===== config.mk =====
export PLATFORM = sky130hd
export DESIGN_NAME = bcd_to_binary
export DESIGN_NICKNAME = d
export VERILOG_FILES = /design/src/rtl/bcd_to_binary.sv
export SDC_FILE = /design/constraint.sdc
export NUM_CORES = 1
export LEC_CHECK = 0
export BUFFER_PORTS_ARGS = -buffer_cell sky130_fd_sc_hd__buf_2
export CORE_ASPECT_RATIO = 0.8
export CORE_MARGIN = 4
export CORE_UTILIZATION = 42
export DETAILED_ROUTE_END_ITERATION = 12
export PLACE_DENSITY = 0.59
export SLEW_MARGIN = 20
export SYNTH_ARGS = -nofsm -noshare
export SYNTH_HDL_FRONTEND = slang
export SYNTH_SLANG_ARGS = --single-unit

===== constraint.sdc =====
create_clock -name CLK -period 2.7 [get_ports CLK]
set_input_delay 0.135 -clock CLK [delete_from_list [all_inputs] [get_ports CLK]]
set_output_delay 0.135 -clock CLK [all_outputs]
set_load 0.01 [all_outputs]

===== src/rtl/bcd_to_binary.sv =====
// bcd_to_binary: 4-digit packed BCD to 14-bit binary converter
// using reverse double-dabble (shift right, subtract 3 from nibbles >= 8).
module bcd_to_binary (
    input  logic        CLK,
    input  logic        RST,
    input  logic        START,
    input  logic [15:0] BCDIN,
    output logic [13:0] BINOUT,
    output logic        DONE,
    output logic        BUSY,
    output logic        ERR
);

    typedef enum logic [2:0] {
        S_IDLE,
        S_LOAD,
        S_SHIFT,
        S_CORR,
        S_DONE
    } state_t;

    state_t state;
    state_t state_nxt;

    logic [29:0] sr;
    logic [3:0]  cnt;
    logic        inv;
    logic        bad_digit;

    assign bad_digit = (BCDIN[15:12] > 4'd9) ||
                       (BCDIN[11:8]  > 4'd9) ||
                       (BCDIN[7:4]   > 4'd9) ||
                       (BCDIN[3:0]   > 4'd9);

    function automatic logic [3:0] fix(input logic [3:0] n);
        return (n >= 4'd8) ? (n - 4'd3) : n;
    endfunction

    // state register
    always_ff @(posedge CLK) begin
        if (RST)
            state <= S_IDLE;
        else
            state <= state_nxt;
    end

    // next-state decode
    always_comb begin
        state_nxt = state;
        case (state)
            S_IDLE:  if (START) state_nxt = S_LOAD;
            S_LOAD:  state_nxt = bad_digit ? S_DONE : S_SHIFT;
            S_SHIFT: state_nxt = S_CORR;
            S_CORR:  state_nxt = (cnt == 4'd14) ? S_DONE : S_SHIFT;
            S_DONE:  state_nxt = S_IDLE;
            default: state_nxt = S_IDLE;
        endcase
    end

    // datapath and registered outputs
    always_ff @(posedge CLK) begin
        if (RST) begin
            sr     <= '0;
            cnt    <= '0;
            inv    <= 1'b0;
            BINOUT <= '0;
            DONE   <= 1'b0;
            BUSY   <= 1'b0;
            ERR    <= 1'b0;
        end else begin
            DONE <= 1'b0;
            // stays high through the DONE-pulse cycle, drops in IDLE
            BUSY <= (state != S_IDLE) || START;
            case (state)
                S_IDLE: begin
                    cnt <= '0;
                end
                S_LOAD: begin
                    inv <= bad_digit;
                    if (!bad_digit)
                        sr <= {BCDIN, 14'b0};
                end
                S_SHIFT: begin
                    sr  <= {1'b0, sr[29:1]};
                    cnt <= cnt + 4'd1;
                end
                S_CORR: begin
                    if (cnt != 4'd14)
                        sr[29:14] <= {fix(sr[29:26]), fix(sr[25:22]),
                                      fix(sr[21:18]), fix(sr[17:14])};
                end
                S_DONE: begin
                    DONE <= 1'b1;
                    if (inv) begin
                        ERR <= 1'b1;
                    end else begin
                        BINOUT <= sr[13:0];
                        ERR    <= 1'b0;
                    end
                end
                default: begin
                end
            endcase
        end
    end

    // bcd field must be fully drained at the end of a valid conversion
    always @(posedge CLK) begin
        if (!RST && state == S_DONE && !inv)
            assert (sr[29:14] == 16'd0);
    end

endmodule


# == Word-level counts from Yosys, hierarchy flattened ==
# Index checks and enable logic that the tools add are counted.
# op_classes
shifts,0
bitwise,1
n_addsub,5
div,0
n_mul,0
n_reduce_logical,15
eq_ne,13
mux,15
magnitude_cmp,8
# op_table
cell,count
16-bit case mux with 3 select lines,1
30-bit two-way mux,1
14-bit case mux with 2 select lines,1
"4-bit >= comparator, second input constant",4
"4-bit > comparator, second input constant",4
16-bit two-way mux,1
4-bit two-way mux,4
4-bit AND reduction,4
"4-bit by 2-bit subtractor with 4-bit output, second input constant",4
"2-bit != test, second input constant",7
3-bit case mux with 4 select lines,1
3-bit two-way mux,3
4-bit case mux with 2 select lines,1
"3-bit by 2-bit == test with 1-bit output, second input constant",2
3-bit nonzero test,2
"4-bit by 1-bit adder with 4-bit output, second input constant",1
"4-bit == test, second input constant",1
1-bit logical OR,4
"4-bit != test, second input constant",1
2-bit AND reduction,2
2-bit nonzero test,2
"3-bit by 1-bit == test with 1-bit output, second input constant",1
"3-bit == test, second input constant",1
3-bit logical NOT,1
other kinds (2),3
# totals
mem_bits_rw,0
rom_bits,0
output_inout_bits,17
latch_bits,0
wordCells,69
memories,0
in_bits,19
reg_bits,55

# == Logic depth before layout (Yosys ltp) ==
# Gate-level depths: netlist (run 1).
# logic_depth
depth_word,6
mapped_depth,9
mapped_depth_nobuf,7

# == Worst setup path before layout (run 1) ==
# No wires, ideal clock.
# synth_path
path_kind,register to register
startpoint,register state[2]
endpoint,register sr[18]
t_arrival_ns,1.623
path_stages_with_launch,7
path_buffers,2
setup_time_ns,0.070
setup_slack_ns,1.007
synth_period_minus_slack_ns,1.693
required_time_ns,2.630
path_cell_list,dfxtp_1 -> buf_6 -> nand2b_1 -> o31a_1 -> buf_6 -> or4_1 -> a21oi_1
# synth_between
elab_chain_cells,3
word_cells_on_any_way,9
classes_between,6 x eq/ne; 1 x mux; 2 x reduce/logical
# synth_rtl
item,line,source
start: declaration,22,state_t state;
start signal: assignment,44,state <= state_nxt;
3-bit by 2-bit == test with 1-bit output or 3-bit by 1-bit == test with 1-bit output (tied branches),74,case (state)
2-bit != test (no line) or 3-bit nonzero test (tied branches),-,
4-bit AND reduction (no line),-,
end signal: assignment,81,"sr <= {BCDIN, 14'b0};"
end signal: assignment,84,"sr <= {1'b0, sr[29:1]};"
end signal: assignment,89,"sr[29:14] <= {fix(sr[29:26]), fix(sr[25:22]),"
end: declaration,25,logic [29:0] sr;
# Parallel ways exist; a longest one is shown, timed or not.
# A chain may end at the register's enable or synchronous reset.

# == Final worst setup path (run 1) ==
# layout_path
startpoint,register state[0]
endpoint,register sr[16]
# The elaborated chain is that of the path after synthesis.

==> Flow_metrics.wiki, run 1 <==
{| class="wikitable"
! Metric !! Value
|-
| Min-Delay Path Class || input pin to register
|-
| Type of the worst setup path || register to register
|-
| Count of buffering cells on the critical path with inverters included || 0
|-
| Final TNS setup || 0 ns
|-
| IO buf count || 35
|-
| Initial Util || between 40% and 50%
|-
| Ys async rst share || 0%
|-
| Hold buffer count at cts || 0
|-
| Number of warning messages in the yosys log || 0
|-
| Die footprint || 7530 sq um
|-
| Post CTS Setup Buffer Count || 0
|-
| Filler cell count in the final layout || roughly 630
|-
| GRT Total Usage || 16.1%
|-
| Post-DP HPWL || 3930 um
|-
| Instance count of the mapped netlist || 327
|-
| Synth Cell Area || 2600 sq um
|-
| Pwr/cell area || just under 500 nW/um^2
|-
| Number of nets in the layout || ~380
|-
| Count of pins on the block boundary || 36
|-
| Count of endpoints failing hold in the final timing report || 0
|-
| Final critical path time including I/O delays and setup || 2.23 ns
|-
| Core Area || 5970 sq um
|-
| DRT Pass-1 Iters || 4
|-
| Antenna violations before repair || 0
|-
| H-Tree Level Count || 2
|-
| Critical path required time || 2.93 ns
|-
| Crit path arrival time || 2.46 ns
|-
| Post_cts resized || 0
|-
| Wire per inst || 13.5 um
|-
| Crit path launch type || register
|-
| Top FF cell, synth || sky130_fd_sc_hd__dfxtp_1
|-
| Achievable Freq || around 450 MHz
|-
| Portion of the clock cycle consumed by the worst path in the final layout || 82.4%
|-
| Capturing element type of the critical path || register
|-
| Post-synthesis sequential area ratio || 42.3%
|-
| TritonCTS Sinks || between 50 and 60
|-
| Antenna cell count || 0
|-
| Net Count, Synth || approximately 360
|-
| Cell at the slowest stage of the critical path || sky130_fd_sc_hd__or4_1
|-
| Count of state elements after synthesis || 55
|-
| Longest individual stage delay on the worst path || 0.62 ns
|-
| Total of max-cap violations || 0
|-
| Routability cong. || 0.800
|-
| Inserted Clock Buffers || 5
|-
| Initial drt markers || 112
|-
| EDFF count, synth || 0
|-
| Synthesis-to-finish area growth || 11.4%
|-
| First-pass GRT wire length || 9790 um
|-
| Clock tree from TritonCTS || built
|-
| VDD IR max || 346 uV
|-
| Distinct cell type count of the synthesized netlist || 32
|-
| Number of nets with antenna violations after detailed routing || 0
|-
| Buffer depth of the longest clock path || 2
|-
| Status || finished clean
|-
| Floorplan die height || 78.4 um
|-
| Via total after detailed routing || 2268
|-
| Library cell with the highest instance count after synthesis || sky130_fd_sc_hd__dfxtp_1
|-
| Maximum number of pins on one net before global-route repair || 35
|-
| Leakage || roughly 1.1 nW
|-
| Post-synthesis cell type with the largest combined area || sky130_fd_sc_hd__dfxtp_1
|-
| Worst Max-Slew Pin Slew || around 0.91 ns
|-
| Gate family responsible for the most delay along the worst path || simple AND/OR/NAND/NOR gates
|-
| GR Overflow Total || 0
|-
| Layout cell share with drive strength beyond 1 || between 10% and 20%
|-
| Mapped Avg Cell Area || 7.97 sq um
|-
| Chain of cells forming the critical path || nand2b_1, o31a_1, or4_1, a21oi_1
|-
| CTS Root Buffer Type || sky130_fd_sc_hd__clkbuf_8
|-
| Worst-case headroom to the max-slew limit || 39.3%
|-
| Largest fanout of any net on the critical path || 29
|-
| RSZ-0062 raised after global routing || false
|-
| Number of vias per cell || 5.23
|-
| Worst clock skew || ~0.0090 ns
|-
| Detailed-route DRC error count || 0
|-
| End-of-flow core utilization || 48.6%
|-
| Clock latency of the later-clocked register in the worst-skew pair || just over 0.3 ns
|-
| Clock transition at the register clock pins on the worst setup and hold paths after CTS || 0.10 ns
|-
| Setup violation total in the final timing report || 0
|-
| Area share of the leading cell type in the synthesized netlist || 42.3%
|-
| List of most frequent post-synthesis cells || sky130_fd_sc_hd__dfxtp_1, sky130_fd_sc_hd__nor2_1, sky130_fd_sc_hd__a21oi_1
|-
| Wirelength, routed || ~5800 um
|-
| Area contributors post-synth || sky130_fd_sc_hd__dfxtp_1, sky130_fd_sc_hd__a21oi_1, sky130_fd_sc_hd__nor2_1
|-
| Vias in the first global route || 2052
|-
| Chip Width || 96.1 um
|-
| Number of placement rows || 25
|-
| Number of max-slew violations in the final report || 0
|}
tightest hold or removal path: stages:
cell and delay (ns):
sky130_fd_sc_hd__buf_2 0.09, sky130_fd_sc_hd__a211oi_1 0.06, sky130_fd_sc_hd__nor3_1 0.15
path summary, 6_finish.rpt:
kind	from	end	slack [ns]	depth (start not counted)
worst min-delay path	BCDIN[7]	sr[21]	0.17	3
worst max-delay path	state[0]	sr[16]	0.47	4
worst min register to register	BINOUT[3]	BINOUT[3]	0.45	2
worst max register to register	state[0]	sr[16]	0.47	4
per-layer routing:
layer / global-route usage (%) / part of all wire, % / vias to the layer above
met5: 0 / 0 / -
met3: 3.74 / 3.9 / 2
met4: 2.98 / 0.48 / 0
met2: 23.8 / 43 / 30
li1: - / - / 1179
met1: 23.8 / 53 / 1057
final cells by class:
class / instances / area [sq um] / share of cell area [%]
clock buffer: 6 / 72.6 / 2.50
clock inverter: 2 / 12.5 / 0.431
inverter: 11 / 41.3 / 1.42
multi-input combinational: 239 / 1360 / 46.9
sequential: 55 / 1100 / 37.9
tap: 81 / 101 / 3.49
timing repair buffer: 40 / 213 / 7.33
through the flow:
step / hold slack, ns / power, mW / cell area [sq um] / std cells / worst slack [ns]
after CTS: 0.179 / 1.41 / 2900 / 434 / 0.477
final: 0.172 / 1.40 / 2900 / 434 / 0.474
after floorplan: 0.304 / 0.930 / 2610 / 327 / 1.01
after global placement: 0.439 / 0.967 / 2820 / 426 / 0.587
after global routing: 0.194 / 1.46 / 2900 / 434 / 0.296
after detailed placement: 0.443 / 0.967 / 2820 / 426 / 0.511
report_power, final:
group / total, mW / switching, mW / leakage, nW / internal [mW]
sequential: 0.837 / 0.0148 / 0.444 / 0.822
clock: 0.448 / 0.266 / 0.0412 / 0.182
combinational: 0.112 / 0.0694 / 0.605 / 0.0426
total: 1.40 / 0.350 / 1.09 / 1.05
layout by cell type, fill, tap and decap left out:
cell type,synthesis,routed
sky130_fd_sc_hd__nand4_2,1,1
sky130_fd_sc_hd__a2111oi_0,2,2
sky130_fd_sc_hd__nor2_1,49,49
sky130_fd_sc_hd__o32ai_1,1,1
sky130_fd_sc_hd__ha_1,10,10
sky130_fd_sc_hd__o21ai_2,1,1
sky130_fd_sc_hd__xnor2_1,7,7
sky130_fd_sc_hd__or3_1,4,4
sky130_fd_sc_hd__mux2i_1,8,8
sky130_fd_sc_hd__a22oi_1,14,14
sky130_fd_sc_hd__inv_2,1,1
sky130_fd_sc_hd__or4_1,8,8
sky130_fd_sc_hd__o22ai_1,1,1
sky130_fd_sc_hd__o31a_1,2,2
sky130_fd_sc_hd__or2_2,1,1
sky130_fd_sc_hd__nor2b_1,5,5
sky130_fd_sc_hd__nand2b_1,2,2
sky130_fd_sc_hd__buf_4,0,5
sky130_fd_sc_hd__o21ai_1,3,3
sky130_fd_sc_hd__dfxtp_1,55,55
sky130_fd_sc_hd__o21ai_0,19,19
sky130_fd_sc_hd__clkbuf_8,0,5
sky130_fd_sc_hd__inv_1,10,10
sky130_fd_sc_hd__clkinvlp_4,0,1
sky130_fd_sc_hd__a21oi_1,43,43
sky130_fd_sc_hd__nand3b_1,3,3
sky130_fd_sc_hd__clkbuf_1,16,1
sky130_fd_sc_hd__clkinv_2,0,1
sky130_fd_sc_hd__buf_2,4,35
sky130_fd_sc_hd__nand3_1,3,3
sky130_fd_sc_hd__a211oi_1,7,7
sky130_fd_sc_hd__nor4_1,1,1
sky130_fd_sc_hd__nand2_1,37,37
sky130_fd_sc_hd__nor3_1,6,6
sky130_fd_sc_hd__o31ai_1,1,1
flip-flops by register name (all words and copies together) (netlist names):
signal	cells
inv	1
state	3
BINOUT	14
cnt	4
DONE	1
BUSY	1
sr	30
ERR	1
cell families after synthesis:
kind of cell | count (synthesis) | share of synthesized area, %
flip-flops | 55 | 42.3
XOR/XNOR | 7 | 2.35
multiplexers | 8 | 3.07
buffers and inverters | 33 | 5.52
AND/OR/NAND/NOR | 120 | 20.9
AO/OA/AOI/OAI | 94 | 21.1
adder cells (fa/ha/maj) | 10 | 4.80
Power figures use the tool's default switching activity.
==> run 2, diff against run 1 <==
PLACE_DENSITY = 0.62   (was 0.59)
clock period = 2 ns   (was 2.7 ns; I/O delays follow)
==> Flow_metrics.wiki, run 2 (synthesized netlist as in run 1, its figures left out) <==
{| class="wikitable"
! Metric !! Value
|-
| Core Area || 5970 sq um (unchanged)
|-
| Final TNS setup || 0 ns (unchanged)
|-
| Crit path arrival time || 2.09 ns (-0.37 ns)
|-
| Post-DP HPWL || 3960 um (+0.65%)
|-
| Number of flip-flops under the largest register name || 30 (unchanged)
|-
| Wire per inst || 13.2 um (-2.2%)
|-
| Pwr/cell area || 648 nW/um^2 (+35%)
|-
| Number of placement rows || 25 (unchanged)
|-
| Min setup slack post-route || 0.163 ns (-0.311 ns)
|-
| Achievable Freq || 544 MHz (+21%)
|-
| Final Power || 1.93 mW (+38%)
|-
| Type of the worst setup path || register to register
|-
| Detailed-route DRC error count || 0 (unchanged)
|-
| Final critical path time including I/O delays and setup || 1.84 ns (-0.389 ns)
|-
| Maximum number of pins on one net before global-route repair || 42 (+20%)
|-
| Vias in the first global route || 2093 (+2.0%)
|-
| VDD IR max || 374 uV (+8.1%)
|-
| Longest individual stage delay on the worst path || 0.53 ns (-0.09 ns)
|-
| Hold path endpoint || BUSY
|-
| Cell at the slowest stage of the critical path || sky130_fd_sc_hd__or4_1
|-
| Critical path required time || 2.25 ns (-0.68 ns)
|-
| Total of max-cap violations || 0 (unchanged)
|-
| Largest fanout of any net on the critical path || 29 (unchanged)
|-
| Registers with the most flip-flops || sr: 30 flops, BINOUT: 14 flops, cnt: 4 flops
|-
| Clock transition at the register clock pins on the worst setup and hold paths after CTS || 0.10 ns (about the same)
|-
| IO buf count || 35 (unchanged)
|-
| Post_cts resized || 0 (unchanged)
|-
| GR Overflow Total || 0 (unchanged)
|-
| Die footprint || 7530 sq um (unchanged)
|-
| Setup violation total in the final timing report || 0 (unchanged)
|-
| Antenna cell count || 0 (unchanged)
|-
| Crit path launch type || register
|-
| Most used cells in the layout excluding fill and tap cells || sky130_fd_sc_hd__dfxtp_1, sky130_fd_sc_hd__nor2_1, sky130_fd_sc_hd__a21oi_1
|-
| Filler cell count in the final layout || 596 (-4.8%)
|-
| TritonCTS Sinks || 55 (unchanged)
|-
| Register name with the most flops || sr
|-
| Most common library cell in the layout ignoring fill and taps || sky130_fd_sc_hd__dfxtp_1
|-
| H-Tree Level Count || 2 (unchanged)
|-
| Hold buffer count at cts || 0 (unchanged)
|-
| Routability cong. || 0.766 (-4.2%)
|-
| Capturing element type of the critical path || register
|-
| Worst setup timing slack at the placement stage || 0.178 ns (-0.333 ns)
|-
| Buffer depth of the longest clock path || 2 (unchanged)
|-
| DRT Pass-1 Iters || 4 (unchanged)
|-
| Clock latency of the later-clocked register in the worst-skew pair || 0.31 ns (about the same)
|-
| Inserted Clock Buffers || 5 (unchanged)
|-
| First-pass GRT wire length || 9980 um (+2.0%)
|-
| Count of cells along the worst register-to-register path || 8 (+4)
|-
| Via total after detailed routing || 2284 (+0.71%)
|-
| Placed Instances || 432 (+1.4%)
|-
| Number of vias per cell || 5.19 (-0.67%)
|-
| Floorplan die height || 78.4 um (unchanged)
|-
| Post CTS Setup Buffer Count || 0 (unchanged)
|-
| Initial Util || 43.6% (unchanged)
|-
| Antenna violations before repair || 0 (unchanged)
|-
| CTS Root Buffer Type || sky130_fd_sc_hd__clkbuf_8
|-
| Status || finished clean
|-
| Number of nets in the layout || 387 (+1.6%)
|-
| Number of instances on the worst hold path || 3 (unchanged)
|-
| GRT Total Usage || 16.5% (+0.36 points)
|-
| Worst clock skew || 0.00727 ns (-0.00177 ns)
|-
| Synthesis-to-finish area growth || 14.3%
|-
| Destination of the worst register-to-register timing path || sr[16]
|-
| Worst Max-Slew Pin Slew || 0.579 ns (-0.331 ns)
|-
| Chain of cells forming the critical path || inv_1, ha_1, nand3_1, o21ai_0, o31a_1, buf_12, or4_1, a21oi_1
|-
| Number of nets with antenna violations after detailed routing || 0 (unchanged)
|-
| Count of pins on the block boundary || 36 (unchanged)
|-
| Final Non-Filler Cells || 440 (+1.4%)
|-
| Layout cell share with drive strength beyond 1 || 16.2% (+1.7 points)
|-
| Worst-case headroom to the max-slew limit || 61.1% (+22 points)
|-
| Portion of the clock cycle consumed by the worst path in the final layout || 91.9% (+9.4 points)
|-
| RSZ-0062 raised after global routing || false
|-
| Clock tree from TritonCTS || built
|-
| End-of-flow core utilization || 49.8% (+1.3 points)
|-
| Launching point of the worst reg2reg path || cnt[0]
|-
| Flop-to-flop setup slack || 0.16 ns (-0.31 ns)
|-
| Chip Width || 96.1 um (unchanged)
|-
| Wirelength, routed || 5790 um (-0.87%)
|-
| Count of endpoints failing hold in the final timing report || 0 (unchanged)
|-
| Number of max-slew violations in the final report || 0 (unchanged)
|-
| Min-Delay Path Class || input pin to register
|-
| Hold path start || START
|-
| Leakage || 1.14 nW (+4.2%)
|-
| Initial drt markers || 142 (+27%)
|}
-- run 2: cell types whose count changed in the layout (fill, tap and decap cells not counted), sizes merged --
cell	change
buf	+6
clkbuf	-1
clkinv	+1
clkinvlp	-1
inv	+1
-- run 2: worst max-delay path by stage --
stage | startpoint | slack [ns] | end
after CTS | cnt[0] | 0.16 | sr[24]
final | cnt[0] | 0.16 | sr[16]
after detailed placement | BCDIN[6] | 0.18 | sr[20]
after global placement | BCDIN[2] | 0.20 | sr[14]
after global routing | state[0] | 0.01 | sr[2]
after floorplan | state[2] | 0.31 | sr[18]
-- run 2: metrics by stage --
| step | hold WS, ns | cell area, sq um |
|---|---|---|
| 2_1_floorplan | 0.269 | 2610 |
| 3_3_place_gp | 0.425 | 2890 |
| 3_5_place_dp | 0.428 | 2890 |
| 4_1_cts | 0.0869 | 2980 |
| 5_1_grt | 0.129 | 2980 |
| 6_report | 0.0989 | 2980 |
-- run 2: cell type report --
class | instances | area [sq um] | share of cell area (%)
Multi-Input combinational cell | 239 | 1360 | 45.7
Sequential cell | 55 | 1100 | 37.0
Timing Repair Buffer | 46 | 283 | 9.50
Tap cell | 81 | 101 | 3.40
Clock buffer | 5 | 68.8 | 2.31
Inverter | 11 | 41.3 | 1.39
Clock inverter | 3 | 22.5 | 0.756
-- run 2: power breakdown --
group          leakage, nW  internal, mW  switching, mW
registers            0.444          1.11         0.0157
logic                0.644        0.0682         0.0997
clock network       0.0485         0.252          0.385
-- run 2: routing by layer --
metal	wire length (um)	global-route usage (%)	vias up	share of wire (%)
li1	-	-	1195	-
met1	2940	23.4	1036	51
met2	2500	25.2	48	43
met3	291	3.16	5	5.0
met4	62	4.69	0	1.1
met5	0	0	-	0
-- run 2: critical path, delay by kind of cell, from the launching register on --
family / cells / cell delay [ns]
DFF: 1 / 0.38
buffers and inverters: 2 / 0.24
AOI/OAI and AO/OA: 3 / 0.35
adders and majority gates: 1 / 0.19
and+or+nand+nor: 2 / 0.62
==> run 3, diff against run 2 <==
RECOVER_POWER = 25   (was not set)
SLEW_MARGIN = not set   (was 20)
==> Flow_metrics.wiki, run 3 (synthesized netlist as in run 1, its figures left out) <==
{| class="wikitable"
! Metric !! Value
|-
| Registers with the most flip-flops || sr: 30 flops, BINOUT: 14 flops, cnt: 4 flops
|-
| Worst Max-Slew Pin Slew || 0.579 ns (unchanged)
|-
| Via total after detailed routing || 2289 (+0.22%)
|-
| Worst-case headroom to the max-slew limit || 61.1% (unchanged)
|-
| Type of the worst setup path || register to register
|-
| Post-DP HPWL || 3960 um (unchanged)
|-
| Placed Instance Area || 2890 sq um (unchanged)
|-
| RSZ-0062 raised after global routing || false
|-
| Routability cong. || 0.766 (unchanged)
|-
| Maximum number of pins on one net before global-route repair || 42 (unchanged)
|-
| Vias in the first global route || 2093 (unchanged)
|-
| Portion of the clock cycle consumed by the worst path in the final layout || 91.9% (about the same)
|-
| IO buf count || 35 (unchanged)
|-
| Core Area || 5970 sq um (unchanged)
|-
| Psw || 500 uW (about the same)
|-
| Antenna cell count || 0 (unchanged)
|-
| Internal portion of total power || 1.43 mW (about the same)
|-
| TritonCTS Sinks || 55 (unchanged)
|-
| Clock tree from TritonCTS || built
|-
| Status || finished clean
|-
| Area taken by flip-flops and latches || 1100 sq um (unchanged)
|-
| Total of max-cap violations || 0 (unchanged)
|-
| Die footprint || 7530 sq um (unchanged)
|-
| Pwr/cell area || 653 nW/um^2 (+0.70%)
|-
| Number of nets in the layout || 387 (unchanged)
|-
| Buffer depth of the longest clock path || 2 (unchanged)
|-
| Largest fanout of any net on the critical path || 29 (unchanged)
|-
| GRT Total Usage || 16.5% (unchanged)
|-
| Capturing element type of the critical path || register
|-
| VDD IR max || 374 uV (about the same)
|-
| Number of flip-flops under the largest register name || 30 (unchanged)
|-
| Most used cells in the layout excluding fill and tap cells || sky130_fd_sc_hd__dfxtp_1, sky130_fd_sc_hd__nor2_1, sky130_fd_sc_hd__a21oi_1
|-
| Filler cell count in the final layout || 594 (-0.34%)
|-
| Cell at the slowest stage of the critical path || sky130_fd_sc_hd__or4_1
|-
| Part of the power in registers || 58.3% (about the same)
|-
| Hold buffer count at cts || 0 (unchanged)
|-
| Synthesis-to-finish area growth || 13.5%
|-
| Final critical path time including I/O delays and setup || 1.84 ns (-0.0000190 ns)
|-
| Number of nets with antenna violations after detailed routing || 0 (unchanged)
|-
| Final TNS setup || 0 ns (unchanged)
|-
| Most common library cell in the layout ignoring fill and taps || sky130_fd_sc_hd__dfxtp_1
|-
| Floorplan die height || 78.4 um (unchanged)
|-
| Worst hold slack after final layout || 0.0989 ns (+0.00000100 ns)
|-
| Detailed-route DRC error count || 0 (unchanged)
|-
| First-pass GRT wire length || 9980 um (unchanged)
|-
| Clock transition at the register clock pins on the worst setup and hold paths after CTS || 0.10 ns (about the same)
|-
| Layout cell share with drive strength beyond 1 || 11.4% (-4.7 points)
|-
| CTS Root Buffer Type || sky130_fd_sc_hd__clkbuf_8
|-
| Multi-input combinational cell area || 1360 sq um (unchanged)
|-
| Wire per inst || 13.2 um (+0.40%)
|-
| Number of placement rows || 25 (unchanged)
|-
| Initial drt markers || 125 (-12%)
|-
| Post_cts resized || 0 (unchanged)
|-
| Initial Util || 43.6% (unchanged)
|-
| Finished Cell Area || 2960 sq um (-0.71%)
|-
| Crit path launch type || register
|-
| Antenna violations before repair || 0 (unchanged)
|-
| Critical path required time || 2.25 ns (about the same)
|-
| Clk pwr share || 33.0% (about the same)
|-
| H-Tree Level Count || 2 (unchanged)
|-
| Leakage || 1.06 nW (-6.5%)
|-
| Number of vias per cell || 5.20 (+0.22%)
|-
| Min-Delay Path Class || input pin to register
|-
| Worst clock skew || 0.00728 ns (+0.0000140 ns)
|-
| Achievable Freq || 544 MHz (about the same)
|-
| Wirelength, routed || 5810 um (+0.40%)
|-
| Portion of total power attributed to combinational logic || 8.7% (about the same)
|-
| Inserted Clock Buffers || 5 (unchanged)
|-
| DRT Pass-1 Iters || 4 (unchanged)
|-
| Setup violation total in the final timing report || 0 (unchanged)
|-
| Crit path arrival time || 2.09 ns (about the same)
|-
| Number of max-slew violations in the final report || 0 (unchanged)
|-
| GR Overflow Total || 0 (unchanged)
|-
| Post CTS Setup Buffer Count || 0 (unchanged)
|-
| Count of endpoints failing hold in the final timing report || 0 (unchanged)
|-
| Register name with the most flops || sr
|-
| Count of pins on the block boundary || 36 (unchanged)
|-
| Longest individual stage delay on the worst path || 0.53 ns (about the same)
|-
| Chip Width || 96.1 um (unchanged)
|-
| Chain of cells forming the critical path || inv_1, ha_1, nand3_1, o21ai_0, o31a_1, buf_12, or4_1, a21oi_1
|-
| Switching part of the total power || 25.9% (about the same)
|-
| Clock latency of the later-clocked register in the worst-skew pair || 0.31 ns (about the same)
|}
run 3: changes by cell type in the layout (fill, tap and decap cells not counted):
cell | before | now
sky130_fd_sc_hd__buf_2 | 35 | 18
sky130_fd_sc_hd__clkbuf_1 | 0 | 17
run 3: cell type report:
cell class                 count  share of cell area, %
tap                           81                   3.43
timing repair buffer          46                   8.84
sequential                    55                   37.2
inverter                      11                   1.40
multi-input combinational    239                   46.0
clock inverter                 3                  0.762
clock buffer                   5                   2.33
run 3: worst paths after layout:
| path | from | slack (ns) | cells after the start | to |
|---|---|---|---|---|
| max | cnt[0] | 0.16 | 8 | sr[16] |
| min | START | 0.1 | 3 | BUSY |
| max reg2reg | cnt[0] | 0.16 | 8 | sr[16] |
| min reg2reg | BINOUT[0] | 0.46 | 2 | BINOUT[0] |
run 3: per-layer routing:
metal  global-route usage (%)  vias up  share of wire [%]
met2                     25.2       50                 43
met3                     3.16        5                5.1
met5                        0        -                  0
li1                         -     1195                  -
met4                     4.69        0                1.1
met1                     23.4     1039                 51
run 3: power by group through the flow:
stage	Sequential, mW	Combinational [mW]	Clock [mW]
6_report	1.13	0.167	0.637
3_5_place_dp	1.15	0.168	0
4_1_cts	1.13	0.169	0.670
2_1_floorplan	1.15	0.110	0
3_3_place_gp	1.15	0.169	0
5_1_grt	1.13	0.189	0.699
run 3: critical path: cells and delay by family (launching register included):
family,cells,cell delay (ns)
and+or+nand+nor,2,0.62
DFF,1,0.38
AOI/OAI and AO/OA,3,0.35
buffers and inverters,2,0.24
adders and majority gates,1,0.19
run 3: stage by stage:
step                      util, %  worst slack [ns]  instances  power, mW
after floorplan                 -             0.307        327       1.26
after global placement       48.3             0.199        432       1.32
after detailed placement     48.3             0.178        432       1.32
after CTS                    49.8             0.161        440       1.96
after global routing         49.5            0.0101        440       2.02
final                        49.5             0.163        440       1.93
